<file path="src/rtl/amba_rd_ctrl.sv">
`default_nettype none
// ============================================================================
//  Module      : amba_rd_ctrl
//  Description : Read-side controller for the three packet-router output
//                channels. Presents FWFT RAM data to the reader, pops on
//                read_enb, tracks header/payload/parity framing per channel
//                and issues a soft reset when a reader stalls for TIMEOUT
//                cycles.
//                Optional: define RD_PARITY_CHECK_EN to enable the per-channel
//                parity accumulator and par_err pulse; when undefined the
//                par_err outputs are held at 0.
//  Revision    : 1.0 - initial release
// ============================================================================
module amba_rd_ctrl #(
  parameter int DW      = 8,
  parameter int TIMEOUT = 30,
  parameter int CNT_W   = 5
) (
  input  logic          clock,
  input  logic          resetn,
  input  logic          ram_empty_0,
  input  logic          ram_empty_1,
  input  logic          ram_empty_2,
  input  logic [DW-1:0] dout_0,
  input  logic [DW-1:0] dout_1,
  input  logic [DW-1:0] dout_2,
  input  logic          read_enb_0,
  input  logic          read_enb_1,
  input  logic          read_enb_2,
  output logic          vld_out_0,
  output logic          vld_out_1,
  output logic          vld_out_2,
  output logic          ram_rd_0,
  output logic          ram_rd_1,
  output logic          ram_rd_2,
  output logic          soft_reset_0,
  output logic          soft_reset_1,
  output logic          soft_reset_2,
  output logic          pkt_end_0,
  output logic          pkt_end_1,
  output logic          pkt_end_2,
  output logic          rd_busy_0,
  output logic          rd_busy_1,
  output logic          rd_busy_2,
  output logic          par_err_0,
  output logic          par_err_1,
  output logic          par_err_2
);

  localparam int NCH = 3;
  // Width of the remaining-payload counter (length field of an 8-bit header)
  localparam int RW  = 6;

  typedef enum logic [1:0] {
    HDR = 2'd0,
    PAY = 2'd1,
    PAR = 2'd2
  } trk_state_t;

  logic [NCH-1:0] w_empty;
  logic [NCH-1:0] w_renb;
  logic [NCH-1:0] w_vld;
  logic [NCH-1:0] w_rd;
  logic [NCH-1:0] w_soft;
  logic [NCH-1:0] w_pend;
  logic [NCH-1:0] w_perr;
  logic [NCH-1:0] w_busy;
  logic [DW-1:0]  w_dout [NCH];

  assign w_empty   = {ram_empty_2, ram_empty_1, ram_empty_0};
  assign w_renb    = {read_enb_2, read_enb_1, read_enb_0};
  assign w_dout[0] = dout_0;
  assign w_dout[1] = dout_1;
  assign w_dout[2] = dout_2;

  // A byte is offered only when present and the channel is not being flushed
  assign w_vld = ~w_empty & ~w_soft;
  assign w_rd  = w_renb & w_vld;

  assign {vld_out_2, vld_out_1, vld_out_0}          = w_vld;
  assign {ram_rd_2, ram_rd_1, ram_rd_0}             = w_rd;
  assign {soft_reset_2, soft_reset_1, soft_reset_0} = w_soft;
  assign {pkt_end_2, pkt_end_1, pkt_end_0}          = w_pend;
  assign {rd_busy_2, rd_busy_1, rd_busy_0}          = w_busy;
  assign {par_err_2, par_err_1, par_err_0}          = w_perr;

  generate
    for (genvar g = 0; g < NCH; g++) begin : g_ch
      logic [CNT_W-1:0] cnt_q;
      logic [CNT_W-1:0] cnt_d;
      logic             soft_q;
      logic             soft_d;
      trk_state_t       state_q;
      logic [RW-1:0]    remain_q;
      logic [RW-1:0]    len;
      logic             pkt_end_q;
      logic             par_err_q;

      // Length field of the header currently at the RAM head
      assign len = RW'(w_dout[g][DW-1:2]);

      // Stall counter: counts cycles with data offered but not taken
      always_comb begin
        cnt_d  = '0;
        soft_d = 1'b0;
        if (w_vld[g] && !w_renb[g]) begin
          if (cnt_q == CNT_W'(TIMEOUT - 1)) begin
            soft_d = 1'b1;
          end else begin
            cnt_d = cnt_q + CNT_W'(1);
          end
        end
      end

      // Register the stall count and the one-cycle soft reset pulse
      always_ff @(posedge clock) begin
        if (!resetn) begin
          cnt_q  <= '0;
          soft_q <= 1'b0;
        end else begin
          cnt_q  <= cnt_d;
          soft_q <= soft_d;
        end
      end

`ifdef RD_PARITY_CHECK_EN
      logic [DW-1:0] acc_q;

      // Running XOR of header and payload bytes, checked at the parity byte
      always_ff @(posedge clock) begin
        if (!resetn || soft_q) begin
          acc_q <= '0;
        end else if (w_rd[g]) begin
          case (state_q)
            HDR:     acc_q <= w_dout[g];
            PAY:     acc_q <= acc_q ^ w_dout[g];
            default: acc_q <= '0;
          endcase
        end
      end
`else
      // Low header bits only feed the parity accumulator, absent in this build
      logic unused_dout_lo;
      assign unused_dout_lo = ^w_dout[g][1:0];
`endif

      // Framing tracker: header -> payload bytes -> parity, advancing on reads
      always_ff @(posedge clock) begin
        if (!resetn) begin
          state_q   <= HDR;
          remain_q  <= '0;
          pkt_end_q <= 1'b0;
          par_err_q <= 1'b0;
        end else begin
          pkt_end_q <= 1'b0;
          par_err_q <= 1'b0;
          if (soft_q) begin
            state_q  <= HDR;
            remain_q <= '0;
          end else if (w_rd[g]) begin
            case (state_q)
              HDR: begin
                remain_q <= len;
                state_q  <= (len == '0) ? PAR : PAY;
              end
              PAY: begin
                remain_q <= remain_q - RW'(1);
                if (remain_q == RW'(1)) begin
                  state_q <= PAR;
                end
              end
              PAR: begin
                pkt_end_q <= 1'b1;
`ifdef RD_PARITY_CHECK_EN
                par_err_q <= (acc_q != w_dout[g]);
`endif
                state_q   <= HDR;
              end
              default: state_q <= HDR;
            endcase
          end
        end
      end

      assign w_soft[g] = soft_q;
      assign w_pend[g] = pkt_end_q;
      assign w_perr[g] = par_err_q;
      assign w_busy[g] = (state_q != HDR);
    end
  endgenerate

endmodule
`default_nettype wire

</file>
<file path="config.mk">
export PLATFORM = sky130hd
export DESIGN_NAME = amba_rd_ctrl
export DESIGN_NICKNAME = d
export VERILOG_FILES = /design/src/rtl/amba_rd_ctrl.sv
export SDC_FILE = /design/constraint.sdc
export NUM_CORES = 1
export LEC_CHECK = 0
export CAP_MARGIN = 10
export CELL_PAD_IN_SITES_DETAIL_PLACEMENT = 0
export CELL_PAD_IN_SITES_GLOBAL_PLACEMENT = 1
export CORE_MARGIN = 4
export CORE_UTILIZATION = 41
export CTS_CLUSTER_DIAMETER = 60
export DETAILED_ROUTE_END_ITERATION = 8
export PLACE_DENSITY = 0.9
export SETUP_SLACK_MARGIN = 0.02
export SLEW_MARGIN = 10
export SYNTH_ARGS = -nofsm -noshare
export SYNTH_HDL_FRONTEND = slang
export SYNTH_SLANG_ARGS = --single-unit
export TNS_END_PERCENT = 10
</file>
<file path="constraint.sdc">
create_clock -name clock -period 2.8 [get_ports clock]
set_clock_uncertainty 0.2 [all_clocks]
set_input_delay 0.84 -clock clock [delete_from_list [all_inputs] [get_ports clock]]
set_output_delay 0.84 -clock clock [all_outputs]
set_load 0.05 [all_outputs]
</file>
## Word-level counts from Yosys, hierarchy flattened

Index checks and enable logic that the tools add are counted.

- Flip-flop bits (word level): 45
- Input port bits: 32
- Output and inout bits: 18
- Logic and storage cells: 101

- Add/sub/neg operators: 6
- Equal/unequal tests: 15
- Muxes and demuxes: 18
- Bitwise operators: 11
- Reductions and logical operators: 36

Operators by type and width:

| cell | number |
|---|---|
| 6-bit one-hot mux with 2 select lines | 3 |
| 6-bit by 1-bit equality test with 1-bit output (second input constant) | 3 |
| 6-bit zero test | 3 |
| 2-bit AND reduction | 9 |
| 3-bit OR reduction | 6 |
| 6-bit by 1-bit subtractor with 6-bit output (second input constant) | 3 |
| 5-bit by 1-bit adder with 5-bit output (second input constant) | 3 |
| 5-bit equality test (second input constant) | 3 |
| 2-bit two-way mux | 6 |
| 2-bit one-hot mux with 2 select lines | 3 |
| 2-bit nonzero test | 6 |
| 1-bit inverter | 7 |
| 3-bit AND | 2 |
| 2-bit by 1-bit equality test with 1-bit output (second input constant) | 3 |
| 2-bit equality test (second input constant) | 3 |
| 2-bit zero test | 3 |
| 1-bit two-way mux | 6 |
| 2-bit inequality test (second input constant) | 3 |
| 3-bit inverter | 2 |
| 2-bit OR reduction | 3 |
| 1-bit logical AND | 3 |
| 1-bit zero test | 3 |

## Longest topological paths before layout

- Depth after elaboration: 5
- Depth in mapped cells: 6

## Worst setup path after synthesis

OpenSTA, ideal clock, no wires.

- Path kind: input port to output port
- Start point: input ram_empty_2
- End point: output ram_rd_2
- Data arrival time: 2.163 ns
- Required time: 1.760 ns
- Slack: -0.403 ns
- Stages on the path: 3
- Path buffers: 0
- Cell sequence: nor2_1 > nand2_1 > inv_1

- Word-level cells in the longest chain between the ends: 3

RTL lines:

| element | line | text |
|---|---|---|
| start: declaration | 23 | `input logic ram_empty_2,` |
| 3-bit inverter | 77 | `assign w_vld = ~w_empty & ~w_soft;` |
| 3-bit AND | 77 |  |
| 3-bit AND | 78 | `assign w_rd = w_renb & w_vld;` |
| end: declaration | 35 | `output logic ram_rd_2,` |

Every way passes these cells.

## Worst setup path after layout

- Start point: input ram_empty_0
- End point: output ram_rd_0

- Word-level cells in the longest chain between the ends: 3

RTL lines:

| element | line | text |
|---|---|---|
| start: declaration | 21 | `input logic ram_empty_0,` |
| 3-bit inverter | 77 |  |
| 3-bit AND | 77 |  |
| 3-bit AND | 78 |  |
| end: declaration | 33 | `output logic ram_rd_0,` |

Every way passes these cells.

==> impl_metrics.env <==
export IMPL_synth_seq_cells=45
export IMPL_cts_sinks=45
export IMPL_ys_types=51
export IMPL_ys_seq_area_frac=0.3789
export IMPL_fin_crit_ps=2732
export IMPL_num_fill_cells=531
export IMPL_arrival_ps=1690
export IMPL_rsz0062_at_grt="no"
export IMPL_die_area_mm2=0.007080
export IMPL_place_port_buffers=40
export IMPL_synth_top_cell_area_share=0.3789
export IMPL_synthCells=275
export IMPL_syn2layout_area_growth_pct=29.05
export IMPL_largest_reg_flops=18
export IMPL_overflow=0
export IMPL_r2r_end="g_ch[0].remain_q[3]"
export IMPL_r2r_start="g_ch[0].state_q[1]"
export IMPL_vdd_drop_max_v=0.0002080
export IMPL_hpwl_um=3891
export IMPL_synthFlopType="dfxtp_1"
export IMPL_worst_path_stages=4
export IMPL_die_y_um=84.15
export IMPL_drive_above_1_share=0.1372
export IMPL_yosysMostFrequentCell="dfxtp_1"
export IMPL_grt_use_total=0.1499
export IMPL_fin_setup_tns_ps=0
export IMPL_reg_top3="g_ch.remain_q x18, g_ch.cnt_q x15, g_ch.state_q x6"
export IMPL_yosysTopAreaCell="dfxtp_1"
export IMPL_p_leak_uw=0.001152
export IMPL_fin_crit_sh=0.9757
export IMPL_reg2reg_depth=5
export IMPL_ctsLongestPathBuffers=2
export IMPL_rows=27
export IMPL_synth_avg_cell_area_um2=8.645
export IMPL_insertion_delay_ps=290
export IMPL_worstPathCellList="dlygate4sd2_1, or3b_4, inv_2, buf_12"
export IMPL_clk_pin_slew_ps=70
export IMPL_grt_pass1_vias=2028
export IMPL_critPathMaxStageDelay_ps=400
export IMPL_regMostFlops="g_ch.remain_q"
export IMPL_avgViaCountPerCell=5.163
export IMPL_whs_path_depth=1
export IMPL_fp_dieW_um=84.15
export IMPL_design_core_area_mm2=0.005574
export IMPL_n_antenna_cell=0
export IMPL_grt_pass1_wl_um=8838
export IMPL_crit_family="buffers and inverters"
export IMPL_maxCapViolCount=0
export IMPL_cts_hold_buf=0
export IMPL_clockRootBuffer="clkbuf_8"
export IMPL_firstDrtPassIters=4
export IMPL_synth_async_reset_ratio=0
export IMPL_crit_path_end_kind="output pin"
export IMPL_htree_num_levels=2
export IMPL_wire_per_inst_um=12.49
export IMPL_crit_path_max_fanout=2
export IMPL_cts_inserted_buffers=5
export IMPL_hp_class="reg2reg"
export IMPL_antenna_left=0
export IMPL_fin_cells=400
export IMPL_drt_iter0_drc=59
export IMPL_setup_viol=0
export IMPL_path_class="in2out"
export IMPL_synth_edf_count=0
export IMPL_critPathBufInv=3
export IMPL_detail_route_wirelength_um=4996
export IMPL_tightest_slew_ps=497.5
export IMPL_yosys_top_cells_area="dfxtp_1 (38%), ha_1 (6.3%), nor2_1 (5.4%), a211oi_1 (3.2%), nand2b_1 (3.2%)"
export IMPL_drc=0
export IMPL_antenna_found_initial=0
export IMPL_grt_max_degree=14
export IMPL_hold_viol=0
export IMPL_hp_start="g_ch[2].cnt_q[0]"
export IMPL_routabilityCongestion=0.7533
export IMPL_tritoncts="yes"
export IMPL_synth_warnings=0
export IMPL_slowest_stage="or3b_4"
export IMPL_crit_required_ps=1760
export IMPL_status="complete, no violations"
export IMPL_start_util=0.4265
export IMPL_pwr_density_cell_mw_per_mm2=463.3
export IMPL_vias=2065
export IMPL_crit_path_start_kind="input pin"
export IMPL_report_final_slew_viol_count=0
export IMPL_max_freq_mhz=366.0
export IMPL_slew_headroom=0.6673
export IMPL_r2r_slack_ps=1040
export IMPL_netlist_area_mm2=0.002377
export IMPL_fin_nets=372
export IMPL_placed_cells=393
export IMPL_hold_end="g_ch[2].cnt_q[0]"
export IMPL_synth_commonest_cells="dfxtp_1 (45), nor2_1 (34), inv_1 (16)"
export IMPL_io_pin_count=50
export IMPL_post_cts_buffers=0
## layout by cell type (no fill, tap or decap), types with 4 or more instances in the layout
cell	Yosys	final
buf_4	4	17
xor2_1	8	8
ha_1	12	12
nor2_1	34	32
buf_12	0	6
nand3_1	7	7
clkbuf_8	0	6
dfxtp_1	45	45
inv_1	16	13
nand4_1	5	5
o21ai_0	12	12
a21oi_1	13	13
nand3b_1	6	6
nor3b_1	4	4
nor3_1	7	7
nand2_1	14	14
xnor2_1	4	4
nor4_1	6	6
a22oi_1	4	4
nand2b_1	12	12
a211oi_1	10	10
clkdlybuf4s50_1	0	28
## report_power, final
group | internal, uW | leakage (uW) | switching, uW | total (uW)
clock network | 196 | 0.0000443 | 201 | 397
registers | 667 | 0.000366 | 39.3 | 706
logic | 151 | 0.000741 | 167 | 318
## how the worst max path moves through the flow
stage                 from        to
2_1_floorplan  ram_empty_2  ram_rd_2
3_3_place_gp    read_enb_0  ram_rd_0
3_5_place_dp    read_enb_0  ram_rd_0
4_1_cts        ram_empty_2  ram_rd_2
5_1_grt         read_enb_1  ram_rd_1
6_report       ram_empty_0  ram_rd_0
## per-stage QoR
stage / total power (uW) / instance area, um^2 / hold WS [ps] / setup WS [ps] / utilization
after floorplan: 921.9 / 2395 / 233.4 / -91.68 / -
after global placement: 1038 / 2983 / 246.6 / -246.7 / 0.5351
after detailed placement: 1039 / 2983 / 258.9 / -254.6 / 0.5351
after CTS: 1441 / 3068 / 276.1 / 32.83 / 0.5504
after global routing: 1503 / 3068 / 293.3 / 27.87 / 0.5504
final: 1421 / 3068 / 266.6 / 68.09 / 0.5504
## per-layer routing
| layer | share of wire | GRT usage | wire length (um) | vias up |
|---|---|---|---|---|
| li1 | - | - | - | 1086 |
| met1 | 0.47 | 0.1871 | 2333 | 942 |
| met2 | 0.48 | 0.2461 | 2404 | 31 |
| met3 | 0.041 | 0.04711 | 204 | 6 |
| met4 | 0.011 | 0.04825 | 54 | 0 |
| met5 | 0 | 0 | 0 | - |
## repair_timing
action                     4_1_cts  5_1_grt
gates resized for setup          6        1
pin swaps                        0        1
setup endpoints to repair        3        1
## kinds of logic after synthesis
family | Yosys count | synth area share
compound gates | 56 | 0.1526
xor+xnor | 12 | 0.04421
fa+ha+maj | 12 | 0.06316
buf+inv | 26 | 0.05053
flops | 45 | 0.3789
mux | 3 | 0.01368
other cells | 1 | 0.001577
simple gates | 120 | 0.2953
## area by class of cell
class | instances | area (um^2) | area share
multi-input cells | 206 | 1376 | 0.4486
flip-flops and latches | 45 | 900.9 | 0.2936
repair buffers | 54 | 554.3 | 0.1807
well taps | 72 | 90.09 | 0.02936
clock buffers | 7 | 86.33 | 0.02814
inverters | 16 | 60.06 | 0.01958
Power figures use the tool's default switching activity.
